[src/rtl/seq_shift_right.sv]
// Multi-cycle right shifter: one bit position per clock, logical or arithmetic fill.
// Optional rotate mode is enabled by defining SEQ_SHIFT_RIGHT_ROTATE_EN.
//
// state | meaning
// IDLE  | waiting for start; operands captured on accept
// SHIFT | one right-shift step per cycle until the count is exhausted
// DONE  | one-cycle done pulse; dout holds the result
module seq_shift_right #(
    parameter  int N  = 8,
    localparam int SW = $clog2(N)
) (
    input  logic          clk,
    input  logic          rst_n,
    input  logic          start,
    input  logic [N-1:0]  din,
    input  logic [SW-1:0] shamt,
    input  logic          arith,
`ifdef SEQ_SHIFT_RIGHT_ROTATE_EN
    input  logic          rot,
`endif
    output logic          busy,
    output logic          done,
    output logic [N-1:0]  dout
);

    typedef enum logic [1:0] {
        IDLE  = 2'd0,
        SHIFT = 2'd1,
        DONE  = 2'd2
    } state_t;

    state_t        state_q, state_d;
    logic [N-1:0]  shreg_q, shreg_d;
    logic [SW-1:0] cnt_q, cnt_d;
    logic          mode_q, mode_d;
    logic          busy_q, busy_d;
    logic          done_q, done_d;
    logic [N-1:0]  dout_q, dout_d;
    logic          fill;
`ifdef SEQ_SHIFT_RIGHT_ROTATE_EN
    logic          rot_q, rot_d;
`endif

    always_comb begin
        state_d = state_q;
        shreg_d = shreg_q;
        cnt_d   = cnt_q;
        mode_d  = mode_q;
        dout_d  = dout_q;
`ifdef SEQ_SHIFT_RIGHT_ROTATE_EN
        rot_d   = rot_q;
        // Rotate takes priority over sign fill.
        fill    = rot_q ? shreg_q[0] : (mode_q & shreg_q[N-1]);
`else
        fill    = mode_q & shreg_q[N-1];
`endif

        case (state_q)
            IDLE: begin
                if (start) begin
                    state_d = SHIFT;
                    shreg_d = din;
                    cnt_d   = shamt;
                    mode_d  = arith;
`ifdef SEQ_SHIFT_RIGHT_ROTATE_EN
                    rot_d   = rot;
`endif
                end
            end
            SHIFT: begin
                if (cnt_q != '0) begin
                    shreg_d = {fill, shreg_q[N-1:1]};
                    cnt_d   = cnt_q - SW'(1);
                end else begin
                    state_d = DONE;
                    dout_d  = shreg_q;
                end
            end
            DONE:    state_d = IDLE;
            default: state_d = IDLE;
        endcase

        // Outputs are decoded from the next state so they register in step with it.
        busy_d = (state_d != IDLE);
        done_d = (state_d == DONE);
    end

    always_ff @(posedge clk) begin
        if (!rst_n) begin
            state_q <= IDLE;
            shreg_q <= '0;
            cnt_q   <= '0;
            mode_q  <= 1'b0;
            busy_q  <= 1'b0;
            done_q  <= 1'b0;
            dout_q  <= '0;
`ifdef SEQ_SHIFT_RIGHT_ROTATE_EN
            rot_q   <= 1'b0;
`endif
        end else begin
            state_q <= state_d;
            shreg_q <= shreg_d;
            cnt_q   <= cnt_d;
            mode_q  <= mode_d;
            busy_q  <= busy_d;
            done_q  <= done_d;
            dout_q  <= dout_d;
`ifdef SEQ_SHIFT_RIGHT_ROTATE_EN
            rot_q   <= rot_d;
`endif
        end
    end

    assign busy = busy_q;
    assign done = done_q;
    assign dout = dout_q;

endmodule

[config.mk]
export PLATFORM = sky130hd
export DESIGN_NAME = seq_shift_right
export DESIGN_NICKNAME = d
export VERILOG_FILES = /design/src/rtl/seq_shift_right.sv
export SDC_FILE = /design/constraint.sdc
export NUM_CORES = 1
export LEC_CHECK = 0
export ABC_AREA = 1
export CORE_MARGIN = 3
export CORE_UTILIZATION = 45
export DETAILED_ROUTE_END_ITERATION = 7
export PLACE_DENSITY = 0.73
export SLEW_MARGIN = 10
export SYNTH_ARGS = -nofsm -noshare
export SYNTH_HDL_FRONTEND = slang
export SYNTH_SLANG_ARGS = --single-unit
[constraint.sdc]
create_clock -name clk -period 3.5 [get_ports clk]
set_clock_uncertainty 0.2 [all_clocks]
set_input_delay 0.525 -clock clk [delete_from_list [all_inputs] [get_ports clk]]
set_output_delay 0.525 -clock clk [all_outputs]
set_load 0.03 [all_outputs]
==> metrics.txt, run 1 <==
clock-pin slew of the registers on the worst-case setup and hold paths=~140 ps; postcts setup bufs=0; largest net degree at the start of global routing=23; Worst Max-Slew Pin Slew=roughly 770 ps; CTS resizes=0; slowest cell on the critical path=clkdlybuf4s50_1; RSZ-0062 raised after global routing=false; post-synthesis compound-gate area fraction=just under 9%; Synth area leader=dfxtp_1; initial antenna violation count=0; # rows=17; reg-to-reg setup timing slack=1680 ps; Synth Area in Adders=between 2 and 2.5%; Hold Crit Class=reg -> reg; wire per inst=11.1 um; hold buffers post-CTS=0; CP Launch Point=dout[2]$_SDFFE_PN0P_; all-layer global routing usage=between 10% and 20%; register area share after synthesis=44.0%; Final min period=between 2000 and 2500 ps; CP bufs+invs=1; first-pass GRT wire length=about 4000 um; 1st-pass router iterations=4; port buffer count=24; full die area=3050 sq um; startpoint types=flop; power per cell area=slightly above 500 nW/um^2; # IOs=25; GPL Wtd Cong=0.735; HPWL Detailed=about 1700 um; CP delay by family, top=buffers and inverters; Unique masters post-synth=16; reg2reg start=state_q[1]$_SDFF_PN0_; period utilisation layout=between 50% and 60%; setup ws final=1410 ps; clk_lat worst skew=320 ps; grt ovf=0; synthesized instance count=roughly 160; VDD IR max=around 0.00033 V; CTS buffer count=3; Fin. Hold Viols=0; Final Slew Violations=0; final WL=about 2300 um; Max-slew headroom=about 48%; via count=~1000; Residual DRC=0; CP max FO=2; run status=finished clean; Leak=between 0.6 and 0.7 nW; number of synthesized flops with an enable pin=0; drt via density=between 4 and 5; CTS tree=done; clock buffer depth=2; Post-Syn Nets=roughly 180; vias in the first global route=between 900 and 1000; hold slack=approximately 300 ps; core area=about 2300 sq um; setup violators final=0; Ys Warns=0; Worst R2R Path Depth=5; CP Depth=1; Initial Util=a little under 50%; max incr delay on CP=about 670 ps; critical path class=reg -> out; antenna diode count=0; Post-synth top flop=dfxtp_1; r2r endpoint=busy$_SDFF_PN0_; die width=55.2 um; Crit path arrival time=around 1400 ps; Worst setup endpoint=dout[2]; Syn Std Cell Area=between 1000 and 1500 sq um; ys async rst share=0%; Antenna Violating Nets Remaining=0; FMAX=478 MHz; H-tree depth=1; layout cells sized above 1=between 6 and 7%; synthesized flop and latch total=24; Synth Area in Simple Gates=between 30% and 40%; Layout area overhead=26.0%; die height=approximately 55 um; Starting DRT DRC Count=36; CTS Sinks=24; Commonest cells post-synth=33 x nand2_1, 30 x nor2_1, 24 x dfxtp_1; largest cells by area after synthesis=dfxtp_1 44%, nand2_1 11%, nor2_1 10%, nand3_1 9.2%, inv_1 5.5%; mux cell area share after synthesis=0%; count leader, synth=nand2_1; Net count, final=approximately 200; Util after Layout=between 60% and 70%; Setup Total Neg Slack=0 ps; Synth Area in XOR/XNOR=0%; max-cap violations=0; clock root buffer master=clkbuf_4; average cell area after synthesis=~7 sq um; Worst EP required=roughly 2800 ps; crit-path cells=clkdlybuf4s50_1; worst slack, placed=~1300 ps; Final Power=about 700 uW; post-synth top area share=44.0%; combinational family with the most area after synthesis=simple AND/OR/NAND/NOR gates; crit path capture type=primary output; fill cell total of the finished layout=roughly 230
## power by group
group / switching, mW / internal (mW)
registers: 0.0138 / 0.303
logic: 0.113 / 0.0703
clock network: 0.0869 / 0.116
## how the worst min path moves through the flow
stage | from | endpoint | cells past startpoint
after global placement | dout[0]$_SDFFE_PN0P_ | dout[0]$_SDFFE_PN0P_ | 2
after detailed placement | dout[0]$_SDFFE_PN0P_ | dout[0]$_SDFFE_PN0P_ | 2
final | dout[5]$_SDFFE_PN0P_ | dout[5]$_SDFFE_PN0P_ | 2
after global routing | shreg_q[1]$_SDFFE_PN0P_ | dout[1]$_SDFFE_PN0P_ | 2
after CTS | dout[5]$_SDFFE_PN0P_ | dout[5]$_SDFFE_PN0P_ | 2
after floorplan | shreg_q[1]$_SDFFE_PN0P_ | dout[1]$_SDFFE_PN0P_ | 2
## flip-flops by register name, indices dropped and copies added (netlist names)
signal   flops
busy         1
state_q      2
mode_q       1
shreg_q      8
done         1
cnt_q        3
dout         8
## metal layers
metal / global-route usage [%] / up-vias / routed length (um)
met2: 26.7 / 28 / 1110
met4: 8.68 / 0 / 50
met5: 0 / - / 0
met1: 20.3 / 445 / 1030
li1: - / 532 / -
met3: 3.04 / 4 / 117
## cell usage in the layout, fill, tap and decap left out
master	instances
nand2_1	33
nor2_1	30
dfxtp_1	24
clkdlybuf4s50_1	24
nand3_1	20
inv_1	16
o21ai_0	11
o21ai_1	8
inv_2	4
clkbuf_4	3
nor2_4	2
nand2_2	2
ha_1	2
bufinv_16	1
## kinds of logic (layout without fill, tap and decap cells)
family	count (synthesis)	count (layout)
adders and majority gates	2	2
buffers and inverters	27	48
AOI/OAI and AO/OA	19	19
and+or+nand+nor	87	87
DFF	24	24
## layout make-up
| class | instances | area (sq um) | area share, % |
|---|---|---|---|
| Clock inverter | 1 | 30.0 | 2.18 |
| Timing Repair Buffer | 24 | 240 | 17.5 |
| Multi-Input combinational cell | 108 | 492 | 35.8 |
| Inverter | 20 | 75.1 | 5.46 |
| Tap cell | 28 | 35.0 | 2.55 |
| Sequential cell | 24 | 480 | 34.9 |
| Clock buffer | 3 | 22.5 | 1.64 |
## metrics by stage
step                area, sq um  std cells
global route               1380        208
finish                     1380        208
detailed placement         1320        204
CTS                        1380        208
global placement           1320        204
floorplan                  1090        159
No activity file was read; power rests on OpenSTA's default activity.
==> run 2: changes to the inputs <==
CORE_UTILIZATION = 43   (was 45)
clock period = 1.9 ns   (was 3.5 ns; I/O delays follow)
==> run 2 against run 1 <==
Against the previous run:
- register-to-register slack worse by 1500 ps
- cell area up 0.45%
- clock-buffer cell count up 1
- die area up 4.1%
- sequential share of layout area down 0.16 points
- wire length up 2.4%
- via count up 5.6%
- clock power up 34%
- sequential power up 84%
- global-route usage down 1.1 points
- first-iteration DRC count down 39%
- critical path type unchanged
- largest cell class unchanged
- highest routed layer unchanged
==> metrics.txt, run 2 (synthesis gave the netlist of run 1 again) <==
Antenna Violating Nets Remaining=0 (unchanged); reg2reg start=cnt_q[0]$_SDFFE_PN0P_ (was state_q[1]$_SDFF_PN0_); Initial Util=47.1% (was 48.4%); final WL=2360 um (was 2300 um); initial antenna violation count=0 (unchanged); power per cell area=873 nW/um^2 (was 511 nW/um^2); GPL Wtd Cong=0.812 (was 0.735); 1st-pass router iterations=4 (unchanged); setup ws final=58.9 ps (was 1410 ps); port buffer count=24 (unchanged); CP bufs+invs=1 (unchanged); hold endpoint=dout[5]$_SDFFE_PN0P_ (unchanged); slowest cell on the critical path=clkdlybuf4s50_1 (unchanged); hold buffers post-CTS=0 (unchanged); Worst Hold Launch=dout[5]$_SDFFE_PN0P_ (unchanged); Worst Max-Slew Pin Slew=375 ps (was 772 ps); Post-Place Cells=207 (was 204); full die area=3180 sq um (was 3050 sq um); Starting DRT DRC Count=22 (was 36); Worst R2R Path Depth=8 (was 5); run status=finished clean (unchanged); grt ovf=0 (unchanged); core area=2320 sq um (was 2250 sq um); clk_lat worst skew=320 ps (about the same); Fin. Hold Viols=0 (unchanged); final std cells w/o fill=211 (was 208); Hold Crit Class=reg -> reg (unchanged); drt via density=5.05 (was 4.85); FMAX=roughly 540 MHz; largest net degree at the start of global routing=22 (was 23); die width=56.4 um (was 55.2 um); postcts setup bufs=0 (unchanged); H-tree depth=1 (unchanged); max-cap violations=0 (unchanged); RSZ-0062 raised after global routing=false (unchanged); DP Area=1350 sq um (was 1320 sq um); layout cells sized above 1=8.20% (was 6.67%); die height=56.4 um (was 55.2 um); Worst EP required=1410 ps (was 2770 ps); wire per inst=11.2 um (was 11.1 um); Final min period=1840 ps; Gate power share=29.0% (was 26.0%); startpoint types=flop (unchanged); Net count, final=201 (was 198); CTS tree=done (unchanged); critical path class=reg -> out (unchanged); most common cell after layout, fill and taps aside=nand2_1 (unchanged); Final Slew Violations=0 (unchanged); # rows=17 (unchanged); period utilisation layout=between 90% and 100%; Pint=812 uW (was 489 uW); hold path cells=2 (unchanged); Layout area overhead=26.6% (was 26.0%); sw frac=32.6% (was 30.4%); setup violators final=0 (unchanged); HPWL Detailed=1610 um (was 1690 um); vias in the first global route=883 (was 908); max incr delay on CP=670 ps (about the same); Util after Layout=59.6% (was 61.0%); r2r endpoint=busy$_SDFF_PN0_ (unchanged); Leak=0.641 nW (was 0.634 nW); CP max FO=2 (unchanged); CTS buffer count=3 (unchanged); worst slack, placed=231 ps (was 1280 ps); via count=1065 (was 1009); Residual DRC=0 (unchanged); Crit path arrival time=1360 ps (was 1370 ps); CTS Sinks=24 (unchanged); clock root buffer master=clkbuf_4 (unchanged); clock-pin slew of the registers on the worst-case setup and hold paths=130 ps (was 140 ps); # IOs=25 (unchanged); Psw=393 uW (was 213 uW); Setup Total Neg Slack=0 ps (unchanged); CTS resizes=0 (unchanged); Clock power frac=22.7% (was 28.9%); CP delay by family, top=buffers and inverters (unchanged); all-layer global routing usage=15.3% (was 16.4%); Final Cell Area=1380 sq um (about the same); Max-slew headroom=75.0% (was 48.4%); most frequent cells in the layout=33 x nand2_1, 30 x nor2_1, 24 x dfxtp_1, 24 x clkdlybuf4s50_1, 20 x nand3_1 (unchanged); crit-path cells=clkdlybuf4s50_1 (unchanged); first-pass GRT wire length=3840 um (was 3970 um); antenna diode count=0 (unchanged); crit path capture type=primary output (unchanged); reg-to-reg setup timing slack=230 ps (was 1680 ps); Seq pwr share=48.4% (was 45.1%); VDD IR max=0.000708 V (was 0.000334 V); clock buffer depth=2 (unchanged)
## run 2: cell count changes in the layout (fill, tap and decap cells not counted), sizes merged
cell,before,now
buf,0,3
clkbuf,3,4
bufinv,1,0
## run 2: power by group through the flow
| stage | combinational [mW] | clock (mW) | sequential, mW |
|---|---|---|---|
| floorplan | 0.228 | 0 | 0.616 |
| global placement | 0.339 | 0 | 0.593 |
| detailed placement | 0.347 | 0 | 0.595 |
| CTS | 0.350 | 0.279 | 0.583 |
| global route | 0.395 | 0.303 | 0.589 |
| finish | 0.349 | 0.273 | 0.583 |
## run 2: area by class of cell
cell class	count	area (sq um)
Sequential cell	24	480
Inverter	20	75.1
Clock buffer	4	36.3
Multi-Input combinational cell	108	492
Fill cell	220	937
Tap cell	28	35.0
Timing Repair Buffer	27	263
## run 2: stage by stage
| step | total power, mW | hold slack [ps] |
|---|---|---|
| floorplan | 0.844 | 214 |
| global placement | 0.932 | 267 |
| detailed placement | 0.941 | 269 |
| CTS | 1.21 | 287 |
| global route | 1.29 | 309 |
| finish | 1.21 | 284 |
## run 2: how the worst max path moves through the flow
stage	from	endpoint	slack [ps]	depth (start not counted)
2_1_floorplan	cnt_q[0]$_SDFFE_PN0P_	cnt_q[1]$_SDFFE_PN0P_	470	9
3_3_place_gp	cnt_q[0]$_SDFFE_PN0P_	busy$_SDFF_PN0_	260	8
3_5_place_dp	start	cnt_q[2]$_SDFFE_PN0P_	230	6
4_1_cts	dout[6]$_SDFFE_PN0P_	dout[6]	50	1
5_1_grt	dout[6]$_SDFFE_PN0P_	dout[6]	10	1
6_report	dout[6]$_SDFFE_PN0P_	dout[6]	60	1
## run 2: per-layer routing
layer	GRT usage, %	wire [um]	up-vias	part of all wire, %
met4	7.12	53	0	2.2
met3	4.60	168	6	7.1
met1	19.0	1010	480	43
met5	0	0	-	0
li1	-	-	543	-
met2	24.2	1130	36	48
